<file path="config.mk">
export PLATFORM = sky130hd
export DESIGN_NAME = temporizador_multicanal
export DESIGN_NICKNAME = d
export VERILOG_FILES = /design/src/rtl/temporizador_pkg.sv /design/src/rtl/temporizador_canal.sv /design/src/rtl/temporizador_multicanal.sv
export SDC_FILE = /design/constraint.sdc
export NUM_CORES = 1
export LEC_CHECK = 0
export BUFFER_PORTS_ARGS = -buffer_cell sky130_fd_sc_hd__buf_2
export CAP_MARGIN = 20
export CORE_ASPECT_RATIO = 1.1
export CORE_MARGIN = 3
export CORE_UTILIZATION = 45
export CTS_CLUSTER_SIZE = 28
export DETAILED_ROUTE_END_ITERATION = 6
export GPL_TIMING_DRIVEN = 0
export PLACE_DENSITY_LB_ADDON = 0.3
export SETUP_SLACK_MARGIN = 0.05
export SYNTH_ARGS = -nofsm -noshare
export SYNTH_HDL_FRONTEND = slang
export SYNTH_SLANG_ARGS = --single-unit
</file>
<file path="constraint.sdc">
create_clock -name clk -period 6 [get_ports clk]
set_input_delay 1.2 -clock clk [delete_from_list [all_inputs] [get_ports clk]]
set_output_delay 1.2 -clock clk [all_outputs]
set_load 0.005 [all_outputs]
</file>
<file path="src/rtl/temporizador_pkg.sv">
// Shared types and default constants for the multichannel countdown timer.
package temporizador_pkg;

    typedef enum logic [1:0] {
        IDLE,
        RUN,
        PAUSED,
        DONE
    } estado_t;

    localparam int unsigned CLK_HZ_DEF = 25_000_000;
    localparam int unsigned SEC_W_DEF  = 7;

endpackage

</file>
<file path="src/rtl/temporizador_canal.sv">
// One countdown channel: prescaler, state machine and count register.
// Optional warn output when TEMP_WARN_EN is defined.
import temporizador_pkg::*;

module temporizador_canal #(
    parameter int unsigned DIV   = 10,
    parameter int unsigned SEC_W = SEC_W_DEF
`ifdef TEMP_WARN_EN
    , parameter int unsigned WARN_SEC = 3
`endif
) (
    input  logic             clk,
    input  logic             reset,
    input  logic             start,
    input  logic             pause,
    input  logic             stop,
    input  logic [SEC_W-1:0] load_val,
    output logic [SEC_W-1:0] remaining,
    output logic             running,
    output logic             expired,
    output logic             expire_pulse
`ifdef TEMP_WARN_EN
    , output logic           warn
`endif
);

    localparam int unsigned PW = (DIV > 1) ? $clog2(DIV) : 1;
    localparam logic [PW-1:0] PRE_MAX = PW'(DIV - 1);

    estado_t          estado;
    logic [PW-1:0]    presc;
    logic [SEC_W-1:0] cuenta;

    always_ff @(posedge clk or posedge reset) begin
        if (reset) begin
            estado       <= IDLE;
            presc        <= '0;
            cuenta       <= '0;
            expire_pulse <= 1'b0;
        end else begin
            expire_pulse <= 1'b0;
            if (start) begin
                cuenta <= load_val;
                presc  <= '0;
                if (load_val == '0) begin
                    estado       <= DONE;
                    expire_pulse <= 1'b1;
                end else begin
                    estado <= RUN;
                end
            end else if (stop) begin
                estado <= IDLE;
                cuenta <= '0;
                presc  <= '0;
            end else if (estado == RUN || estado == PAUSED) begin
                // Resuming edge counts as a RUN edge so a pause of N cycles delays exactly N.
                if (pause) begin
                    estado <= PAUSED;
                end else begin
                    estado <= RUN;
                    if (presc == PRE_MAX) begin
                        presc  <= '0;
                        cuenta <= cuenta - SEC_W'(1);
                        if (cuenta == SEC_W'(1)) begin
                            estado       <= DONE;
                            expire_pulse <= 1'b1;
                        end
                    end else begin
                        presc <= presc + PW'(1);
                    end
                end
            end
        end
    end

    assign remaining = cuenta;
    assign running   = (estado == RUN) || (estado == PAUSED);
    assign expired   = (estado == DONE);

`ifdef TEMP_WARN_EN
    assign warn = running && (cuenta != '0) && (cuenta <= SEC_W'(WARN_SEC));
`endif

endmodule

</file>
<file path="src/rtl/temporizador_multicanal.sv">
// N_CH independent countdown timers sharing one clock and reset.
// Define TEMP_WARN_EN to add the per-channel warn output.
import temporizador_pkg::*;

module temporizador_multicanal #(
    parameter int unsigned CLK_HZ   = CLK_HZ_DEF,
    parameter int unsigned TICK_HZ  = 1,
    parameter int unsigned N_CH     = 2,
    parameter int unsigned SEC_W    = SEC_W_DEF,
    parameter int unsigned WARN_SEC = 3
) (
    input  logic                  clk,
    input  logic                  reset,
    input  logic [N_CH-1:0]       start,
    input  logic [N_CH-1:0]       pause,
    input  logic [N_CH-1:0]       stop,
    input  logic [N_CH*SEC_W-1:0] load_val,
    output logic [N_CH*SEC_W-1:0] remaining,
    output logic [N_CH-1:0]       running,
    output logic [N_CH-1:0]       expired,
    output logic [N_CH-1:0]       expire_pulse
`ifdef TEMP_WARN_EN
    , output logic [N_CH-1:0]     warn
`endif
);

    localparam int unsigned DIV = CLK_HZ / TICK_HZ;

    for (genvar i = 0; i < N_CH; i++) begin : g_canal
`ifdef TEMP_WARN_EN
        temporizador_canal #(
            .DIV      (DIV),
            .SEC_W    (SEC_W),
            .WARN_SEC (WARN_SEC)
        ) u_canal (
            .clk          (clk),
            .reset        (reset),
            .start        (start[i]),
            .pause        (pause[i]),
            .stop         (stop[i]),
            .load_val     (load_val[i*SEC_W +: SEC_W]),
            .remaining    (remaining[i*SEC_W +: SEC_W]),
            .running      (running[i]),
            .expired      (expired[i]),
            .expire_pulse (expire_pulse[i]),
            .warn         (warn[i])
        );
`else
        temporizador_canal #(
            .DIV   (DIV),
            .SEC_W (SEC_W)
        ) u_canal (
            .clk          (clk),
            .reset        (reset),
            .start        (start[i]),
            .pause        (pause[i]),
            .stop         (stop[i]),
            .load_val     (load_val[i*SEC_W +: SEC_W]),
            .remaining    (remaining[i*SEC_W +: SEC_W]),
            .running      (running[i]),
            .expired      (expired[i]),
            .expire_pulse (expire_pulse[i])
        );
`endif
    end

endmodule

</file>
==> results.sh, run 1 <==
export IMPL_min_period_ns=2.694
export IMPL_fp_dieH_microns=108.1
export IMPL_hold_viol_final=0
export IMPL_drt_wl_total_microns=10750
export IMPL_placement_io_buffers=41
export IMPL_drive_gt1_share_pct=18.27
export IMPL_min_delay_path_class="register to register"
export IMPL_die_area_sq_um=10680
export IMPL_htreeDepth=3
export IMPL_cts_buffers=9
export IMPL_syn_area_per_cell_sq_um=9.204
export IMPL_finalClockSkew_ns=0.01304
export IMPL_drc=0
export IMPL_rr_endpoint="g_canal[0].u_canal.presc[8]$_DFFE_PP0P_"
export IMPL_end_kind="register"
export IMPL_io_pins=42
export IMPL_clk_latency_ns=0.35
export IMPL_hold_buffers=0
export IMPL_synth_edff_count=0
export IMPL_synth_async_reset_ratio_pct=100.0
export IMPL_antenna_found_initial=0
export IMPL_vias_per_cell=6.330
export IMPL_hold_start="g_canal[0].u_canal.presc[1]$_DFFE_PP0P_"
export IMPL_fin_tns_setup_ns=0
export IMPL_synth_top_area_share_pct=41.10
export IMPL_dp_hpwl_microns=7384
export IMPL_globalRouteOverflowTotal=0
export IMPL_p_leak_nw=1.918
export IMPL_vdd_drop_max_v=0.0001075
export IMPL_cp_arrival_ns=2.96
export IMPL_slew_violations=0
export IMPL_root_buffer="clkbuf_8"
export IMPL_grt_pass1_wl_microns=18200
export IMPL_setup_viol=0
export IMPL_first_pass_iters=4
export IMPL_grt_pass1_vias=3964
export IMPL_powerDensity_nw_per_um2=217.5
export IMPL_numClockSinks=70
export IMPL_rows=36
export IMPL_min_to="g_canal[0].u_canal.presc[1]$_DFFE_PP0P_"
export IMPL_drv_cap=0
export IMPL_gr_usage_all_layers_pct=20.85
export IMPL_layout_common_cells="70 x dfrtp_1, 52 x buf_2, 42 x a21oi_1"
export IMPL_nNetsFinal=545
export IMPL_crit_fanout=10
export IMPL_place_congestion=0.8924
export IMPL_start_kind="primary input"
export IMPL_netlist_top_cells_area="dfrtp_1 41%, a21oi_1 4.9%, or4_1 4.4%"
export IMPL_drt_initial_drc_count=233
export IMPL_ys_flop_type="dfrtp_1"
export IMPL_ys_ff_latch=70
export IMPL_post_cts_buffers=0
export IMPL_via_count=4013
export IMPL_layout_commonest_cell="dfrtp_1"
export IMPL_cp_required_ns=6.26
export IMPL_worstMarginPinSlew_ns=0.8733
export IMPL_r2r_setup_slack_ns=3.71
export IMPL_outcome="finished clean"
export IMPL_dieWidth_microns=98.79
export IMPL_synth_nets=493
export IMPL_grt_max_degree=71
export IMPL_placedInstanceArea_sq_um=4612
export IMPL_syn_inst=463
export IMPL_rr_worst_depth=7
export IMPL_area_growth_pct=13.45
export IMPL_fmax_mhz=371.3
export IMPL_cts_path_max_buffers=2
export IMPL_n_antenna_cell=0
export IMPL_detail_route_antenna_nets=0
export IMPL_wl_per_cell_microns=16.96
export IMPL_path_clk_slew_ns=0.08
export IMPL_yosysWarnings=0
export IMPL_min_period_over_period_pct=44.89
export IMPL_hold_path_depth=2
export IMPL_initial_utilization_pct=47.07
export IMPL_synth_seq_area_share_pct=41.10
export IMPL_grt_setup_unrepaired="false"
export IMPL_cts_tree="built"
export IMPL_design_area_sq_um=4835
export IMPL_yosys_area_top_type="dfrtp_1"
export IMPL_path_class="primary input to register"
export IMPL_relSlewSlack_pct=41.78
export IMPL_synth_cell_type_count=62
export IMPL_netlist_area_sq_um=4262
export IMPL_cts_resized=0
export IMPL_r2r_start="g_canal[0].u_canal.estado[0]$_DFFE_PP0P_"
export IMPL_core_sq_um=9054
layer usage:
metal | wire length [microns] | vias to the layer above | global-route usage [%]
met5 | 0 | - | 0
met4 | 149 | 0 | 9.854
met3 | 476 | 16 | 3.613
met2 | 5406 | 115 | 35.32
met1 | 4721 | 1971 | 25.83
li1 | - | 1911 | -
layout make-up:
cell class / instances / area (sq um)
sequential: 70 / 1752
buffer: 32 / 172.7
timing repair buffer: 41 / 205.2
clock inverter: 6 / 95.09
clock buffer: 10 / 127.6
tap: 114 / 142.6
multi-input combinational: 349 / 2292
inverter: 12 / 47.55
fill: 836 / 4219
report_power, final:
part,switching [W],leakage (nW),internal [W]
clock,0.000196,0.111,0.000238
sequential,0.0000156,0.951,0.000484
combinational,0.0000703,0.856,0.0000473
worst max-delay path by stage:
stage            start                                     endpoint  slack, ns  depth (start not counted)
5_1_grt        stop[0]     g_canal[0].u_canal.presc[22]$_DFFE_PP0P_       3.27                          7
2_1_floorplan    reset     g_canal[0].u_canal.estado[0]$_DFFE_PP0P_       3.03                          1
6_report       stop[0]     g_canal[0].u_canal.presc[22]$_DFFE_PP0P_       3.31                          7
3_3_place_gp     reset  g_canal[0].u_canal.remaining[0]$_DFFE_PP0P_       2.11                          2
3_5_place_dp   stop[0]     g_canal[0].u_canal.presc[22]$_DFFE_PP0P_       3.00                          7
4_1_cts        stop[0]     g_canal[0].u_canal.presc[22]$_DFFE_PP0P_       3.35                          7
synth_stat cells (3+ instances only):
cell type and number:
a211oi_1 4, a21o_1 3, a21oi_1 42, a32o_1 6, a32oi_1 3, and2_1 4
and3_1 5, and4_1 9, buf_2 11, buf_4 8, clkbuf_1 10, dfrtp_1 70
ha_1 8, inv_1 12, mux2i_1 3, nand2_1 24, nand2b_1 3, nand3_1 30
nand4_1 18, nor2_1 22, nor2b_1 3, nor3_1 12, nor4_1 11, o211ai_1 7
o21ai_0 20, o31a_1 3, o31ai_1 21, or2_2 4, or3_1 12, or4_1 25
xnor2_1 5, xor2_1 6
state kept, by name, indices dropped and copies added, names as in the netlist:
signal / count
g_canal.u_canal.estado: 4
g_canal.u_canal.expire_pulse: 2
g_canal.u_canal.presc: 50
g_canal.u_canal.remaining: 14
worst max-delay path: stages:
cell and delay (ns):
buf_2 0.11, or2_2 0.29, clkbuf_1 0.21, o21ai_1 0.51, buf_2 0.34, o31ai_1 0.12
a21oi_1 0.17
cells by family (layout without fill, tap and decap cells):
| group | count (synthesis) | after routing | synth area share [%] |
|---|---|---|---|
| mux | 3 | 3 | 0.7047 |
| simple gates | 198 | 198 | 27.95 |
| fa+ha+maj | 8 | 8 | 2.349 |
| xor+xnor | 11 | 11 | 2.261 |
| flops | 70 | 70 | 41.10 |
| buf+inv | 44 | 101 | 5.108 |
| compound gates | 129 | 129 | 20.52 |
through the flow:
step | utilization [%] | setup slack, ns | hold WS [ns] | std cells | total power, W
3_3_place_gp | 50.91 | 2.110 | 0.5147 | 618 | 0.0006235
4_1_cts | 53.40 | 3.349 | 0.5465 | 634 | 0.001061
2_1_floorplan | - | 3.032 | 0.4853 | 463 | 0.0005811
5_1_grt | 53.40 | 3.268 | 0.5842 | 634 | 0.001102
3_5_place_dp | 50.94 | 2.999 | 0.5257 | 618 | 0.0006264
6_report | 53.40 | 3.306 | 0.5463 | 634 | 0.001052
Note: power is estimated with default switching activity, not from simulation.
==> run 2, diff against run 1 <==
- clock period: 6 -> 2.2 ns (I/O delays scaled with it)
==> run 2 against run 1 <==
Worst hold slack got worse by 0.28 ns; cell count is 1.1% higher; first-iteration DRC count is 9.4% lower; cell area is 3.1% higher; critical path type is now register to register.
==> results.sh, run 2 (synthesis gave the netlist of run 1 again) <==
export IMPL_numClockSinks=70
export IMPL_htreeDepth=3
export IMPL_detail_route_antenna_nets=0
export IMPL_layout_common_cells="70 x dfrtp_1, 49 x buf_2, 42 x a21oi_1"
export IMPL_wl_met2_microns=5347
export IMPL_drive_gt1_share_pct=20.49
export IMPL_drv_cap=0
export IMPL_drt_initial_drc_count=211
export IMPL_switching_share_pct=26.72
export IMPL_hold_buffers=0
export IMPL_rows=36
export IMPL_p_comb_share_pct=12.0
export IMPL_dp_hpwl_microns=7453
export IMPL_start_kind="register"
export IMPL_cts_buffers=9
export IMPL_vdd_drop_max_v=0.0003182
export IMPL_min_delay_path_class="primary input to async pin"
export IMPL_antenna_found_initial=0
export IMPL_place_congestion=0.8646
export IMPL_fp_dieH_microns=108.1
export IMPL_place_inst=619
export IMPL_drc=0
export IMPL_grt_max_degree=40
export IMPL_path_class="register to register"
export IMPL_layout_commonest_cell="dfrtp_1"
export IMPL_setup_viol=0
export IMPL_worstMarginPinSlew_ns=0.9031
export IMPL_cts_tree="built"
export IMPL_io_pins=42
export IMPL_initial_utilization_pct=47.07
export IMPL_first_pass_iters=5
export IMPL_vias_per_cell=6.287
export IMPL_drt_wl_total_microns=10750
export IMPL_root_buffer="clkbuf_8"
export IMPL_largest_register_ffs=50
export IMPL_grt_setup_unrepaired="true"
export IMPL_regMostFlops="g_canal.u_canal.presc"
export IMPL_via_count=4030
export IMPL_relSlewSlack_pct=39.67
export IMPL_min_period_over_period_pct=91.57
export IMPL_cp_cell_sequence="ha_1, and3b_1, and4_1, clkbuf_1, a2111o_1, nand3_1"
export IMPL_p_switching_w=0.0007739
export IMPL_finalClockSkew_ns=0.01375
export IMPL_core_sq_um=9054
export IMPL_p_seq_share_pct=47.2
export IMPL_grt_pass1_vias=3961
export IMPL_path_buf_inv=1
export IMPL_cts_path_max_buffers=2
export IMPL_met3_wirelength_microns=586
export IMPL_min_period_ns=2.015
export IMPL_globalRouteOverflowTotal=0
export IMPL_top_layer="met4"
export IMPL_dieWidth_microns=98.79
export IMPL_hold_viol_final=0
export IMPL_cp_required_ns=2.47
export IMPL_gr_usage_all_layers_pct=20.76
export IMPL_p_leak_nw=1.961
export IMPL_p_int_w=0.002122
export IMPL_fmax_mhz=496.4
export IMPL_instances_no_fill=641
export IMPL_wl_per_cell_microns=16.77
export IMPL_whs_ns=0.2638
export IMPL_crit_fanout=7
export IMPL_crit_family="simple AND/OR/NAND/NOR gates"
export IMPL_n_antenna_cell=0
export IMPL_cp_arrival_ns=2.29
export IMPL_fin_tns_setup_ns=0
export IMPL_end_kind="register"
export IMPL_die_area_sq_um=10680
export IMPL_area_growth_pct=16.94
export IMPL_wirelength_met1_microns=4603
export IMPL_cpPeakStageDelay_ns=0.45
export IMPL_path_clk_slew_ns=0.09
export IMPL_slew_violations=0
export IMPL_clk_latency_ns=0.35
export IMPL_outcome="finished clean"
export IMPL_worst_slack_ns=0.1854
export IMPL_nNetsFinal=552
export IMPL_grt_pass1_wl_microns=18340
export IMPL_power_w=0.002896
export IMPL_powerDensity_nw_per_um2=581.2
export IMPL_placement_io_buffers=41
export IMPL_cpMaxStageDelayCell="a2111o_1"
export IMPL_pwr_share_clk_pct=40.8
export IMPL_dp_slack_ns=-0.02896
run 2: cell count changes in the layout (fill, tap and decap cells not counted), sizes merged:
cell / before / now
clkinvlp: 0 / 2
clkinv: 3 / 1
clkbuf: 21 / 20
buf: 62 / 70
run 2: repair_timing:
action / in CTS / in global routing
setup endpoints to repair: 24 / 34
gates resized for setup: 5 / 13
setup buffers: 2 / 4
pin swaps: 1 / 1
run 2: worst register-to-register path: stages (launching register included):
cell      delay [ns]
dfrtp_1         0.43
ha_1            0.29
and3b_1         0.27
and4_1          0.22
clkbuf_1        0.19
a2111o_1        0.45
nand3_1         0.09
run 2: final timing paths:
kind,slack [ns],start,depth (start not counted),to
max,0.19,g_canal[1].u_canal.presc[0]$_DFFE_PP0P_,6,g_canal[1].u_canal.remaining[0]$_DFFE_PP0P_
min,0.26,reset,2,g_canal[0].u_canal.presc[13]$_DFFE_PP0P_
max reg2reg,0.19,g_canal[1].u_canal.presc[0]$_DFFE_PP0P_,6,g_canal[1].u_canal.remaining[0]$_DFFE_PP0P_
min reg2reg,0.56,g_canal[1].u_canal.presc[24]$_DFFE_PP0P_,2,g_canal[1].u_canal.presc[24]$_DFFE_PP0P_
max in group asynchronous,1.30,reset,3,g_canal[0].u_canal.expire_pulse$_DFF_PP0_
min in group clk,0.29,stop[0],2,g_canal[0].u_canal.estado[0]$_DFFE_PP0P_
run 2: per-layer routing:
layer,vias up,track usage (%)
met4,0,8.293
met5,-,0
met2,145,35.17
met1,1950,26.34
met3,19,3.613
li1,1916,-
run 2: metrics by stage:
step	util, %	instance area, sq um
6_report	55.04	4984
5_1_grt	55.04	4984
4_1_cts	54.04	4892
3_5_place_dp	51.17	4633
3_3_place_gp	50.95	4613
2_1_floorplan	-	4265
run 2: power groups by stage:
| stage | clock [W] | sequential (W) | combinational (W) |
|---|---|---|---|
| 2_1_floorplan | 0 | 0.00138 | 0.000203 |
| 3_3_place_gp | 0 | 0.00139 | 0.000314 |
| 3_5_place_dp | 0 | 0.00139 | 0.000323 |
| 4_1_cts | 0.00120 | 0.00136 | 0.000330 |
| 5_1_grt | 0.00126 | 0.00137 | 0.000392 |
| 6_report | 0.00118 | 0.00137 | 0.000348 |
run 2: final cells by class:
class	count	area (sq um)
fill	822	4070
multi-input combinational	349	2359
sequential	70	1752
timing repair buffer	48	270.3
buffer	32	190.2
tap	114	142.6
clock buffer	10	127.6
clock inverter	6	93.84
inverter	12	48.80
==> run 3, diff against run 2 <==
- CELL_PAD_IN_SITES_DETAIL_PLACEMENT: default -> 1
- CELL_PAD_IN_SITES_GLOBAL_PLACEMENT: default -> 2
- CORE_UTILIZATION: 45 -> 34
==> run 3 against run 2 <==
Clock-buffer cell count rose by 1; cell count rose by 7.0%; clock power increased by 41%; worst setup slack lost 0.0029 ns; critical path type unchanged; critical endpoint is now g_canal[0].u_canal.presc[19]$_DFFE_PP0P_; highest routed layer unchanged.
==> results.sh, run 3 (synthesis gave the netlist of run 1 again) <==
export IMPL_fmax_mhz=495.6
export IMPL_drt_initial_drc_count=234
export IMPL_cts_path_max_buffers=2
export IMPL_drv_cap=0
export IMPL_rows=42
export IMPL_placement_io_buffers=41
export IMPL_die_area_sq_um=13920
export IMPL_min_period_over_period_pct=91.71
export IMPL_dp_slack_ns=-0.1317
export IMPL_power_w=0.003403
export IMPL_clk_latency_ns=0.35
export IMPL_drive_gt1_share_pct=21.99
export IMPL_cts_tree="built"
export IMPL_min_delay_path_class="primary input to async pin"
export IMPL_cp_required_ns=2.48
export IMPL_path_clk_slew_ns=0.06
export IMPL_powerDensity_nw_per_um2=654.7
export IMPL_instances_no_fill=686
export IMPL_end_kind="register"
export IMPL_hold_viol_final=0
export IMPL_vdd_drop_max_v=0.0002844
export IMPL_setup_viol=0
export IMPL_hold_buffers=0
export IMPL_grt_max_degree=31
export IMPL_htreeDepth=3
export IMPL_area_growth_pct=21.96
export IMPL_numClockSinks=70
export IMPL_cp_arrival_ns=2.30
export IMPL_place_inst=660
export IMPL_initial_utilization_pct=35.11
export IMPL_grt_setup_unrepaired="false"
export IMPL_globalRouteOverflowTotal=0
export IMPL_dp_hpwl_microns=8991
export IMPL_relSlewSlack_pct=52.20
export IMPL_antenna_found_initial=0
export IMPL_rr_worst_depth=6
export IMPL_root_buffer="clkbuf_16"
export IMPL_slew_violations=0
export IMPL_drc=0
export IMPL_io_pins=42
export IMPL_layout_common_cells="70 x dfrtp_1, 49 x buf_2, 42 x a21oi_1"
export IMPL_worstMarginPinSlew_ns=0.7104
export IMPL_fp_dieH_microns=123.4
export IMPL_r2r_setup_slack_ns=0.18
export IMPL_finalClockSkew_ns=0.007342
export IMPL_vias_per_cell=5.929
export IMPL_crit_fanout=10
export IMPL_core_sq_um=12140
export IMPL_n_antenna_cell=0
export IMPL_dieWidth_microns=112.7
export IMPL_drt_wl_total_microns=13100
export IMPL_place_congestion=0.8702
export IMPL_grt_pass1_vias=4258
export IMPL_regMostFlops="g_canal.u_canal.presc"
export IMPL_whs_ns=0.07450
export IMPL_largest_register_ffs=50
export IMPL_cp_cell_sequence="ha_4, nand2b_1, a21o_2, buf_2, nor4_1, o21ba_2"
export IMPL_worst_slack_ns=0.1824
export IMPL_min_period_ns=2.018
export IMPL_cpPeakStageDelay_ns=0.42
export IMPL_outcome="finished clean"
export IMPL_crit_start="g_canal[0].u_canal.estado[0]$_DFFE_PP0P_"
export IMPL_layout_commonest_cell="dfrtp_1"
export IMPL_grt_pass1_wl_microns=21580
export IMPL_cts_buffers=9
export IMPL_rr_endpoint="g_canal[0].u_canal.presc[19]$_DFFE_PP0P_"
export IMPL_first_pass_iters=4
export IMPL_wl_per_cell_microns=19.09
export IMPL_nNetsFinal=557
export IMPL_start_kind="register"
export IMPL_fin_util_pct=42.82
export IMPL_cpMaxStageDelayCell="dfrtp_1"
export IMPL_detail_route_antenna_nets=0
export IMPL_path_class="register to register"
export IMPL_via_count=4067
export IMPL_r2r_start="g_canal[0].u_canal.estado[0]$_DFFE_PP0P_"
export IMPL_p_leak_nw=2.041
export IMPL_gr_usage_all_layers_pct=19.36
run 3: cell types whose count changed in the layout (fill, tap and decap cells not counted), moves of 2 or more:
| cell | previous run | this run |
|---|---|---|
| o2111ai_2 | 0 | 2 |
| inv_6 | 2 | 0 |
| buf_4 | 16 | 21 |
| clkbuf_8 | 9 | 2 |
| clkbuf_16 | 0 | 9 |
| clkbuf_1 | 11 | 9 |
run 3: worst max-delay path by stage:
stage / to / slack [ns] / depth (start not counted)
2_1_floorplan: g_canal[1].u_canal.presc[9]$_DFFE_PP0P_ / 0.30 / 7
3_3_place_gp: g_canal[0].u_canal.presc[19]$_DFFE_PP0P_ / -0.11 / 7
3_5_place_dp: g_canal[0].u_canal.presc[2]$_DFFE_PP0P_ / -0.13 / 7
4_1_cts: g_canal[1].u_canal.presc[18]$_DFFE_PP0P_ / 0.02 / 7
5_1_grt: g_canal[0].u_canal.presc[19]$_DFFE_PP0P_ / 0.04 / 6
6_report: g_canal[0].u_canal.presc[19]$_DFFE_PP0P_ / 0.18 / 6
run 3: routing by layer:
| metal | part of all wire (%) | GRT usage, % |
|---|---|---|
| met1 | 44 | 23.79 |
| met2 | 51 | 33.26 |
| met3 | 3.4 | 3.475 |
| met4 | 2.0 | 8.640 |
| met5 | 0 | 0 |
run 3: what timing repair did:
| action | CTS | global route |
|---|---|---|
| buffers inserted | 4 | 5 |
| pin swaps | 2 | 2 |
| endpoints found under the setup margin | 33 | 42 |
| resized for setup | 6 | 13 |
| cloned | 0 | 2 |
| hold endpoints to repair | 0 | 0 |
run 3: critical path: cells and delay by family (launching register included):
kind | cells | cell delay, ns
AOI/OAI and AO/OA | 2 | 0.53
and+or+nand+nor | 2 | 0.47
DFF | 1 | 0.42
adders and majority gates | 1 | 0.30
buffers and inverters | 1 | 0.23
run 3: report_power, final:
part	leakage (nW)	switching (W)	internal, W
combinational	0.929	0.000211	0.000160
clock	0.162	0.000604	0.00105
sequential	0.951	0.0000493	0.00132
run 3: final cells by class:
cell class / instances / area, sq um
tap: 154 / 192.7
buffer: 31 / 185.2
sequential: 70 / 1752
fill: 1375 / 6942
clock buffer: 11 / 252.7
timing repair buffer: 53 / 317.8
clock inverter: 5 / 81.33
inverter: 12 / 48.80
multi-input combinational: 350 / 2367
run 3: stage by stage:
stage | instance area [sq um] | TNS (ns)
after global routing | 5197 | 0
final | 5197 | 0
after detailed placement | 4703 | -2.398
after floorplan | 4265 | 0
after global placement | 4663 | -1.286
after CTS | 5089 | 0
